**src/rtl/piso_serializer.sv**
```systemverilog
// Parallel-in serial-out serializer: accepts a word on a valid/ready handshake
// and emits it MSB first, holding each bit for BIT_CYCLES clocks, followed by
// a one-cycle frame_done pulse.
module piso_serializer #(
  parameter int unsigned WIDTH      = 8,
  parameter int unsigned BIT_CYCLES = 2,
  parameter logic        IDLE_LEVEL = 1'b0
) (
  input  logic             clk,
  input  logic             rst,
  input  logic [WIDTH-1:0] data_in,
  input  logic             data_valid,
  output logic             data_ready,
  output logic             ser_out,
  output logic             ser_valid,
  output logic             frame_done
);

  localparam int unsigned CW = (BIT_CYCLES > 1) ? $clog2(BIT_CYCLES) : 1;
  localparam int unsigned BW = $clog2(WIDTH);

  typedef enum logic [1:0] {
    IDLE  = 2'd0,
    SHIFT = 2'd1,
    DONE  = 2'd2
  } state_t;

  state_t           state_q, state_d;
  logic [WIDTH-1:0] shift_q, shift_d;
  logic [BW-1:0]    bit_q,   bit_d;
  logic [CW-1:0]    cyc_q,   cyc_d;

  // State and datapath registers, synchronous reset has priority
  always_ff @(posedge clk) begin
    if (rst) begin
      state_q <= IDLE;
      shift_q <= '0;
      bit_q   <= '0;
      cyc_q   <= '0;
    end else begin
      state_q <= state_d;
      shift_q <= shift_d;
      bit_q   <= bit_d;
      cyc_q   <= cyc_d;
    end
  end

  // Next-state and datapath update
  always_comb begin
    state_d = state_q;
    shift_d = shift_q;
    bit_d   = bit_q;
    cyc_d   = cyc_q;
    unique case (state_q)
      IDLE: begin
        if (data_valid) begin
          shift_d = data_in;
          bit_d   = BW'(WIDTH - 1);
          cyc_d   = '0;
          state_d = SHIFT;
        end
      end
      SHIFT: begin
        if (cyc_q == CW'(BIT_CYCLES - 1)) begin
          cyc_d = '0;
          if (bit_q == '0) begin
            state_d = DONE;
          end else begin
            shift_d = {shift_q[WIDTH-2:0], 1'b0};
            bit_d   = bit_q - BW'(1);
          end
        end else begin
          cyc_d = cyc_q + CW'(1);
        end
      end
      DONE: begin
        state_d = IDLE;
      end
      default: begin
        state_d = IDLE;
      end
    endcase
  end

  // Moore output decode; outputs are held inactive while reset is asserted
  always_comb begin
    data_ready = 1'b0;
    ser_valid  = 1'b0;
    ser_out    = IDLE_LEVEL;
    frame_done = 1'b0;
    if (!rst) begin
      unique case (state_q)
        IDLE: begin
          data_ready = 1'b1;
        end
        SHIFT: begin
          ser_valid = 1'b1;
          ser_out   = shift_q[WIDTH-1];
        end
        DONE: begin
          frame_done = 1'b1;
        end
        default: begin
          data_ready = 1'b0;
        end
      endcase
    end
  end

endmodule

```
**config.mk**
```make
export PLATFORM = sky130hd
export DESIGN_NAME = piso_serializer
export DESIGN_NICKNAME = d
export VERILOG_FILES = /design/src/rtl/piso_serializer.sv
export SDC_FILE = /design/constraint.sdc
export NUM_CORES = 1
export LEC_CHECK = 0
export CORE_ASPECT_RATIO = 1.1
export CORE_MARGIN = 4
export CORE_UTILIZATION = 45
export CTS_CLUSTER_SIZE = 8
export DETAILED_ROUTE_END_ITERATION = 16
export PLACE_DENSITY = 0.7
export SYNTH_ARGS = -nofsm -noshare
export SYNTH_HDL_FRONTEND = slang
export SYNTH_SLANG_ARGS = --single-unit
```
**constraint.sdc**
```tcl
create_clock -name clk -period 1.65 [get_ports clk]
set_clock_uncertainty 0.05 [all_clocks]
set_input_delay 0.165 -clock clk [delete_from_list [all_inputs] [get_ports clk]]
set_output_delay 0.165 -clock clk [all_outputs]
set_load 0.005 [all_outputs]
```
==> impl_results.md, run 1 <==
* Yosys top cell area share at 0.337
* I/O pins at 15
* # setup viols final at 0
* Seq/Total Area, Yosys at 0.337
* Total Die Area at 2600 µm²
* CP max FO at 7
* Ys flop type: dfxtp_1
* Fin crit period at 1420 ps
* Post-synth top area cell: dfxtp_1
* Hold Fails Final Rpt at 0
* Critical Path End Type: flop
* Synthesized flop and latch total at 14
* Die X at 49 µm
* Met2 Resource Use GR at 0.235
* Initial DRC Count at 3
* Power Total at 801 µW
* Max_cap viols at 0
* Yosys warns at 0
* DR vias at 615
* Pwr dens at 770 nW/µm²
* RSZ-0062 raised after global routing: false
* Core footprint at 1760 µm²
* WL/cell at 13.6 µm
* GR Util met3 at 0.0479
* DIE HEIGHT at 53.1 µm
* Final nets at 111
* Share of layout cells above drive strength 1 at 0.385
* Starting Density at 0.472
* Vias per cell at 5.39
* First-pass GRT wire length at 2700 µm
* Clock-pin slew on the worst setup and hold paths at 80 ps
* Slew Limit Fails at 0
* # hold bufs at CTS at 0
* Worst rel slew slack at 0.811
* Crit path required time at 1800 ps
* CP Class: reg2reg
* Initial antenna violation count at 0
* Net Switching at 233 µW
* Clk Latency, worst-skew pair at 280 ps
* Reg power frac at 0.488
* Worst EP arrival at 1570 ps
* DRT Pass-1 Iters at 2
* Post-Route WL at 1550 µm
* GPL Wtd Cong at 0.807
* Asr flop ratio synth at 0
* CTS root buf: clkbuf_4
* CTS H-tree lvls at 1
* Sum Neg Setup Slack at 0 ps
* Core Rows at 16
* Vias in the first global route at 610
* Grt ovf at 0
* Num CTS Buffers at 3
* Worst Hold Slack at 414 ps
* DP Wirelength at 1170 µm
* Final period util at 0.858
* Peak VDD IR at 542 µV
* Cell Int Power at 567 µW
* Area grow syn2layout at 25.0%
* Post-route DRC at 0
* GR peak layer: met2
* ANT cells at 0
* Syn_area_per_cell at 10.8 µm²
* Run status: completed
* Net Count, Synth at 90
* Fmax at 706 MHz
* Startpoint class of the critical path: flop
* Met1 GRT Util at 0.148
* Routed Antenna Nets at 0
* Post-synth cell types at 28
* Net switching fraction of the power at 0.291
* Ranking of synthesized cells by area: dfxtp_1 34%, a211oi_2 12%, mux2i_1 8.4%
* Total global-route track usage at 0.136
* Mapped Area at 832 µm²
* Post-synth EDFFs at 0
* Bufs on Longest Clock Path at 2
* Worst-Margin Slew at 283 ps
* Hold crit path type: in2reg
* Pleak at 0.000424 µW
* Largest net degree at the start of global routing at 12
* Syn Inst Count at 77
* Fin util at 0.590
* Port Buffers at 14
* CTS sink count at 14
* Clock power frac at 0.237
* Comb power frac at 0.274
* CTS tree: done
[routing by layer]
layer | vias to the layer above | wire, µm
met1 | 282 | 697
met2 | 10 | 750
met3 | 3 | 74
li1 | 320 | -
met4 | 0 | 23
met5 | - | 0
[critical path, stage by stage (launching register included)]
cell	delay [ps]
dfxtp_2	340
buf_4	130
buf_4	170
nor2b_4	180
a31o_4	200
a21oi_2	80
a211oi_2	190
[cells in the final DEF, fill, tap and decap left out]
master / n
clkbuf_4: 3
nor2_8: 1
and2_1: 1
a211oi_2: 8
nand2b_4: 1
nor4_1: 2
o21ai_0: 1
inv_2: 1
nand3_1: 2
dfxtp_1: 12
ha_1: 2
dfxtp_2: 1
nand2_2: 1
nor3b_2: 2
nor2_1: 2
a21oi_1: 5
buf_4: 8
o21bai_1: 1
dlygate4sd2_1: 2
a31oi_4: 1
o21ai_1: 2
dfxtp_4: 1
inv_1: 3
dlymetal6s2s_1: 3
a31o_4: 1
nor2b_4: 1
o21a_1: 2
nand4_1: 1
mux2i_1: 7
clkdlybuf4s50_1: 9
a21oi_2: 7
nor3_1: 2
[through the flow]
| step | area [µm²] | std cells | worst slack, ps |
|---|---|---|---|
| after floorplan | 832 | 77 | 344 |
| after global placement | 1000 | 110 | -31.6 |
| after detailed placement | 1000 | 110 | -70.3 |
| after CTS | 1030 | 114 | 1.61 |
| after global routing | 1040 | 114 | 144 |
| final | 1040 | 114 | 234 |
[worst paths after layout]
kind	startpoint	to	slack, ps	depth (start not counted)
worst max-delay path	state_q[0]	shift_q[7]	230	6
worst min-delay path	rst	shift_q[4]	410	3
worst max register to register	state_q[0]	shift_q[7]	230	6
worst min register to register	bit_q[1]	bit_q[1]	430	1
[timing repair]
item                       in CTS  in global routing
setup endpoints to repair       3                  3
setup buffers                   1                  0
cloned                          0                  0
resized for setup               5                  3
pin swaps                       1                  0
[power by group through the flow]
stage	clock [µW]	sequential (µW)	combinational, µW
global placement	0	400	218
detailed placement	0	401	221
global route	218	396	243
finish	190	391	220
CTS	199	392	224
floorplan	0	394	168
[flip-flops by register name, summed over array words and instances, names as in the netlist]
| name | count |
|---|---|
| shift_q | 8 |
| bit_q | 3 |
| cyc_q | 1 |
| state_q | 2 |
[cell type report]
| cell class | count | area (µm²) |
|---|---|---|
| clock buffer | 3 | 22.5 |
| fill | 167 | 722 |
| inverter | 4 | 15.0 |
| multi-input combinational | 53 | 489 |
| sequential | 14 | 285 |
| tap | 18 | 22.5 |
| timing repair buffer | 22 | 205 |
[cell families after synthesis]
family          share of synthesized area
compound gates                      0.316
fa+ha+maj                          0.0301
buf+inv                            0.0752
flops                               0.337
mux                                0.0842
simple gates                        0.158
[cell usage after synthesis (2+ instances only)]
cell,number
buf_2,2
o21a_1,2
nor3_1,2
inv_1,3
nor4_1,2
o21ai_1,2
nand3_1,2
a21oi_2,7
dfxtp_1,14
buf_4,2
a21oi_1,5
a211oi_2,8
buf_6,2
nor3b_2,2
mux2i_1,7
ha_1,2
nor2_1,2
Note: power is estimated with default switching activity, not from simulation.
==> run 2, diff against run 1 <==
--- a/config.mk
+++ b/config.mk
@@ -5,12 +5,13 @@
 export SDC_FILE = /design/constraint.sdc
 export NUM_CORES = 1
 export LEC_CHECK = 0
+export ABC_AREA = 1
 export CORE_ASPECT_RATIO = 1.1
 export CORE_MARGIN = 4
 export CORE_UTILIZATION = 45
 export CTS_CLUSTER_SIZE = 8
 export DETAILED_ROUTE_END_ITERATION = 16
-export PLACE_DENSITY = 0.7
+export PLACE_DENSITY = 0.71
 export SYNTH_ARGS = -nofsm -noshare
 export SYNTH_HDL_FRONTEND = slang
 export SYNTH_SLANG_ARGS = --single-unit
==> run 2 against run 1 <==
  * Combinational power rose by 83%
  * Sequential power increased by 13%
  * Largest power group unchanged
  * Utilization rose by 4.5 points
  * Register-to-register slack hardly changed
  * Synthesized cell count increased by 70%
  * Clock power up 29%
  * Hold slack better by 23 ps
  * Global-route usage up 1.8 points
  * Cell area shrank 1.4%
  * Total power rose by 36%
  * Setup slack worse by 160 ps
  * Count of clock-buffer cells in the layout is 1 higher
  * Critical endpoint is now frame_done
==> impl_results.md, run 2 <==
* Pre-CTS WS at -14.6 ps
* Hold crit path type: reg2reg
* Mapped Area at 781 µm²
* Routed Antenna Nets at 0
* Run status: completed
* Most frequent cells in the layout: 46 x nand2_1, 29 x nor2_1, 20 x inv_1
* Worst Hold Slack at 437 ps
* Pwr dens at 1060 nW/µm²
* Post-synth cell types at 17
* Synthesized flop and latch total at 14
* Total global-route track usage at 0.155
* # hold bufs at CTS at 0
* Net Count, Synth at 144
* Peak VDD IR at 676 µV
* Initial DRC Count at 6
* Post-route DRC at 0
* DRT Pass-1 Iters at 4
* Initial antenna violation count at 0
* Final period util at 0.958
* Bufs on Longest Clock Path at 2
* Syn_area_per_cell at 5.96 µm²
* Post-synth EDFFs at 0
* Vias in the first global route at 686
* Clk Latency, worst-skew pair at 280 ps
* DP Wirelength at 1220 µm
* DIE HEIGHT at 51.7 µm
* Seq/Total Area, Yosys at 0.359
* WL/cell at 9.55 µm
* Syn Inst Count at 131
* Sum Neg Setup Slack at 0 ps
* Ys flop type: dfxtp_1
* CP max FO at 6
* Max_cap viols at 0
* Share of layout cells above drive strength 1 at 0.113
* Die X at 47.7 µm
* Startpoint class of the critical path: primary input
* Critical Path End Type: primary output
* Vias per cell at 4.59
* Max FFs per register at 8
* # setup viols final at 0
* Largest regs: shift_q (8), bit_q (3), state_q (2)
* ANT cells at 0
* CP Class: in2out
* Setup slack, reg-to-reg at 220 ps
* CTS tree: done
* Crit path required time at 1430 ps
* Yosys top cell area share at 0.359
* CTS root buf: clkbuf_4
* Most instantiated library cell after synthesis: nand2_1
* Grt ovf at 0
* Clock-pin slew on the worst setup and hold paths at 80 ps
* Yosys warns at 0
* GPL Wtd Cong at 0.870
* Starting Density at 0.484
* Commonest non-fill, non-tap cell in the layout: nand2_1
* Worst rel slew slack at 0.739
* Hold Fails Final Rpt at 0
* First-pass GRT wire length at 2730 µm
* CTS sink count at 14
* PnR worst setup slack at 69.2 ps
* Total Die Area at 2470 µm²
* Post-synth top area cell: dfxtp_1
* Area grow syn2layout at 31.2%
* DR vias at 771
* Slew Limit Fails at 0
* Asr flop ratio synth at 0
* Worst EP arrival at 1370 ps
* Pleak at 0.000572 µW
* Fillers at 165
* Final nets at 165
* Fmax at 633 MHz
* RSZ-0062 raised after global routing: false
* Num CTS Buffers at 3
* CTS H-tree lvls at 1
* Fin util at 0.635
* I/O pins at 15
* Commonest cells in the netlist: 46 x nand2_1, 30 x nor2_1, 21 x inv_1
* Most flops, register: shift_q
* Ranking of synthesized cells by area: dfxtp_1 36%, nand2_1 22%, nor2_1 14%
* Fin crit period at 1580 ps
* Worst-Margin Slew at 390 ps
* Largest net degree at the start of global routing at 16
* Port Buffers at 14
* Core footprint at 1610 µm²
* Post-Route WL at 1610 µm
* Core Rows at 15
run 2: cell types whose count changed after synthesis, sizes merged, moves of 4 or more:
cell,previous run,this run
a211oi,8,0
inv,4,21
nor2,3,32
a21oi,12,0
buf,6,2
nand2,1,47
mux2i,7,0
run 2: worst max-delay path, stage by stage:
cell and delay, ps:
clkdlybuf4s50_1 510, nor3_2 180, clkdlybuf4s50_1 510
run 2: kinds of logic (layout without fill, tap and decap cells):
| family | count (synthesis) | after routing | share of synthesized area |
|---|---|---|---|
| xor gates and xnor gates | 1 | 1 | 0.0112 |
| DFF | 14 | 14 | 0.359 |
| AOI/OAI and AO/OA | 5 | 5 | 0.0320 |
| adders and majority gates | 2 | 2 | 0.0320 |
| buffers and inverters | 24 | 44 | 0.127 |
| and+or+nand+nor | 85 | 85 | 0.439 |
run 2: layout make-up:
| type | count | area, µm² | share of cell area |
|---|---|---|---|
| multi-input cells | 93 | 409 | 0.399 |
| flip-flops and latches | 14 | 285 | 0.278 |
| repair buffers | 19 | 194 | 0.189 |
| inverters | 21 | 78.8 | 0.0769 |
| clock buffers | 4 | 36.3 | 0.0354 |
| well taps | 17 | 21.3 | 0.0208 |
run 2: routing by layer:
| layer | global-route usage | vias up | part of all wire |
|---|---|---|---|
| met3 | 0.0208 | 2 | 0.049 |
| met5 | 0 | - | 0 |
| met4 | 0.0807 | 0 | 0.020 |
| met2 | 0.260 | 13 | 0.48 |
| li1 | - | 423 | - |
| met1 | 0.181 | 333 | 0.45 |
run 2: power breakdown:
part	leakage [µW]	total [µW]	internal, µW	switching, µW
combinational	0.000434	403	184	219
clock	0.0000210	246	134	112
sequential	0.000117	442	403	38.5
run 2: metrics by stage:
stage	instance area [µm²]	cells	power, µW
2_1_floorplan	781	131	714
4_1_cts	1020	168	1110
3_5_place_dp	972	164	853
5_1_grt	1020	168	1190
6_report	1020	168	1090
3_3_place_gp	972	164	841
run 2: worst paths after layout:
path / startpoint / to / cells after the start
hold reg to reg: shift_q[5] / shift_q[5] / 2
hold / removal: shift_q[5] / shift_q[5] / 2
setup / recovery: rst / frame_done / 3
setup reg to reg: bit_q[0] / shift_q[1] / 9
run 2: what timing repair did:
item	4_1_cts	5_1_grt
setup buffers	0	0
resized for setup	7	2
pin swaps	0	0
endpoints found under the setup margin	4	2
==> run 3, diff against run 2 <==
==> constraint.sdc (replaced) <==
create_clock -name clk -period 1.65 [get_ports clk]
set_clock_uncertainty 0.05 [all_clocks]
set_input_delay 0.33 -clock clk [delete_from_list [all_inputs] [get_ports clk]]
set_output_delay 0.33 -clock clk [all_outputs]
set_load 0.005 [all_outputs]
==> run 3 against run 2 <==
  * Utilization up 1.6 points
  * Non-clock buffer count grew 4
  * Routed wire length grew 3.9%
  * Setup slack improved by 42 ps
  * Hold slack is essentially flat
  * Final cell count rose by 2.4%
  * Critical path type is now reg2out
  * Critical endpoint unchanged
  * Largest power group unchanged
==> impl_results.md, run 3 (synthesis results as in run 2) <==
* Final nets at 169
* Port Buffers at 14
* First-pass GRT wire length at 2870 µm
* Run status: completed
* Total Die Area at 2470 µm²
* Hold crit path type: reg2reg
* Worst Hold End: shift_q[3]
* Commonest non-fill, non-tap cell in the layout: nand2_1
* Total global-route track usage at 0.166
* DIE HEIGHT at 51.7 µm
* CP Class: reg2out
* CTS root buf: clkbuf_4
* Hold Crit Depth at 2
* RSZ-0062 raised after global routing: false
* Die X at 47.7 µm
* Cell Int Power at 728 µW
* DRT Pass-1 Iters at 4
* Share of layout cells above drive strength 1 at 0.135
* WL/cell at 9.70 µm
* Clk Latency, worst-skew pair at 290 ps
* Final cell count without fillers at 172
* Post-CTS Setup Inserts at 0
* Pleak at 0.000575 µW
* Area grow syn2layout at 34.6%
* Initial antenna violation count at 0
* Pwr dens at 1060 nW/µm²
* Max_cap viols at 0
* Final period util at 0.932
* Core Rows at 15
* CTS H-tree lvls at 1
* Worst-Margin Slew at 187 ps
* GPL Wtd Cong at 0.814
* # setup viols final at 0
* Net Switching at 384 µW
* Vias in the first global route at 714
* Most frequent cells in the layout: 46 x nand2_1, 29 x nor2_1, 20 x inv_1
* ANT cells at 0
* Routed Antenna Nets at 0
* Worst flop-to-flop path endpoint: bit_q[2]
* Setup slack, reg-to-reg at 220 ps
* Worst rel slew slack at 0.874
* Clock-pin slew on the worst setup and hold paths at 90 ps
* Net switching fraction of the power at 0.345
* CTS tree: done
* Fillers at 153
* Critical Path End Type: primary output
* Slew Limit Fails at 0
* Largest net degree at the start of global routing at 16
* Reg power frac at 0.392
* Initial DRC Count at 6
* Worst Hold Launch: shift_q[3]
* Core footprint at 1610 µm²
* Worst EP arrival at 1160 ps
* Worst r2r src: bit_q[0]
* Fin crit period at 1540 ps
* Crit path required time at 1270 ps
* DR vias at 810
* I/O pins at 15
* CP max FO at 5
* Grt ovf at 0
* Peak VDD IR at 571 µV
* Reg2Reg Depth at 9
* Hold Fails Final Rpt at 0
* Post-Route WL at 1670 µm
* Comb power frac at 0.379
* Clock power frac at 0.229
* Bufs on Longest Clock Path at 2
* Dpl cells at 168
* Post-route DRC at 0
* Largest regs: shift_q (8), bit_q (3), state_q (2)
* Fmax at 650 MHz
* Max FFs per register at 8
* DP Wirelength at 1300 µm
* Num CTS Buffers at 3
* Vias per cell at 4.71
* Startpoint class of the critical path: flop
* Most flops, register: shift_q
* Power Total at 1110 µW
* CTS sink count at 14
* Starting Density at 0.484
==> run 3: cell types whose count changed in the layout (fill, tap and decap cells not counted), sizes merged <==
cell	before	now
buf	5	9
clkbuf	4	5
clkdlybuf4s15	0	1
clkdlybuf4s50	11	9
dlygate4sd2	1	3
dlymetal6s2s	2	0
==> run 3: through the flow <==
stage	instance area (µm²)	setup WS, ps	hold WS (ps)	setup TNS (ps)	util
after CTS	1050	29.5	440	0	0.653
final	1050	112	437	0	0.651
after floorplan	781	320	359	0	-
after global routing	1050	18.7	457	0	0.651
after detailed placement	1010	-273	420	-813	0.629
after global placement	1010	-227	412	-662	0.629
==> run 3: power by group through the flow <==
stage | Combinational, µW | Clock (µW) | Sequential (µW)
after global placement | 412 | 0 | 441
final | 422 | 254 | 436
after global routing | 481 | 284 | 444
after CTS | 426 | 266 | 436
after floorplan | 275 | 0 | 439
after detailed placement | 428 | 0 | 444
==> run 3: cell type report <==
| cell class | instances | area (µm²) | area share |
|---|---|---|---|
| sequential | 14 | 282 | 0.268 |
| tap | 17 | 21.3 | 0.0202 |
| multi-input combinational | 93 | 409 | 0.389 |
| clock buffer | 4 | 36.3 | 0.0345 |
| inverter | 21 | 78.8 | 0.0750 |
| timing repair buffer | 23 | 224 | 0.213 |
==> run 3: worst max-delay path by stage <==
stage | startpoint | to | slack (ps)
after floorplan | bit_q[0] | bit_q[2] | 320
after global placement | rst | frame_done | -230
after detailed placement | rst | frame_done | -270
after CTS | state_q[0] | data_ready | 30
after global routing | state_q[0] | ser_valid | 20
final | state_q[0] | frame_done | 110
==> run 3: repair_timing <==
item / 4_1_cts / 5_1_grt
endpoints found under the setup margin: 4 / 2
hold buffers: 0 / 0
endpoints found under the hold margin: 0 / 0
resized for setup: 8 / 4
==> run 3: worst max-delay path, stage by stage, from the launching register on <==
cell and delay (ps):
dfxtp_1 320, buf_4 150, nor3_2 160, dlygate4sd2_1 250
==> run 3: metal layers <==
layer / part of all wire / global-route usage / vias to the layer above
li1: - / - / 431
met1: 0.45 / 0.196 / 360
met2: 0.48 / 0.262 / 14
met3: 0.052 / 0.0415 / 5
met4: 0.022 / 0.0942 / 0
met5: 0 / 0 / -
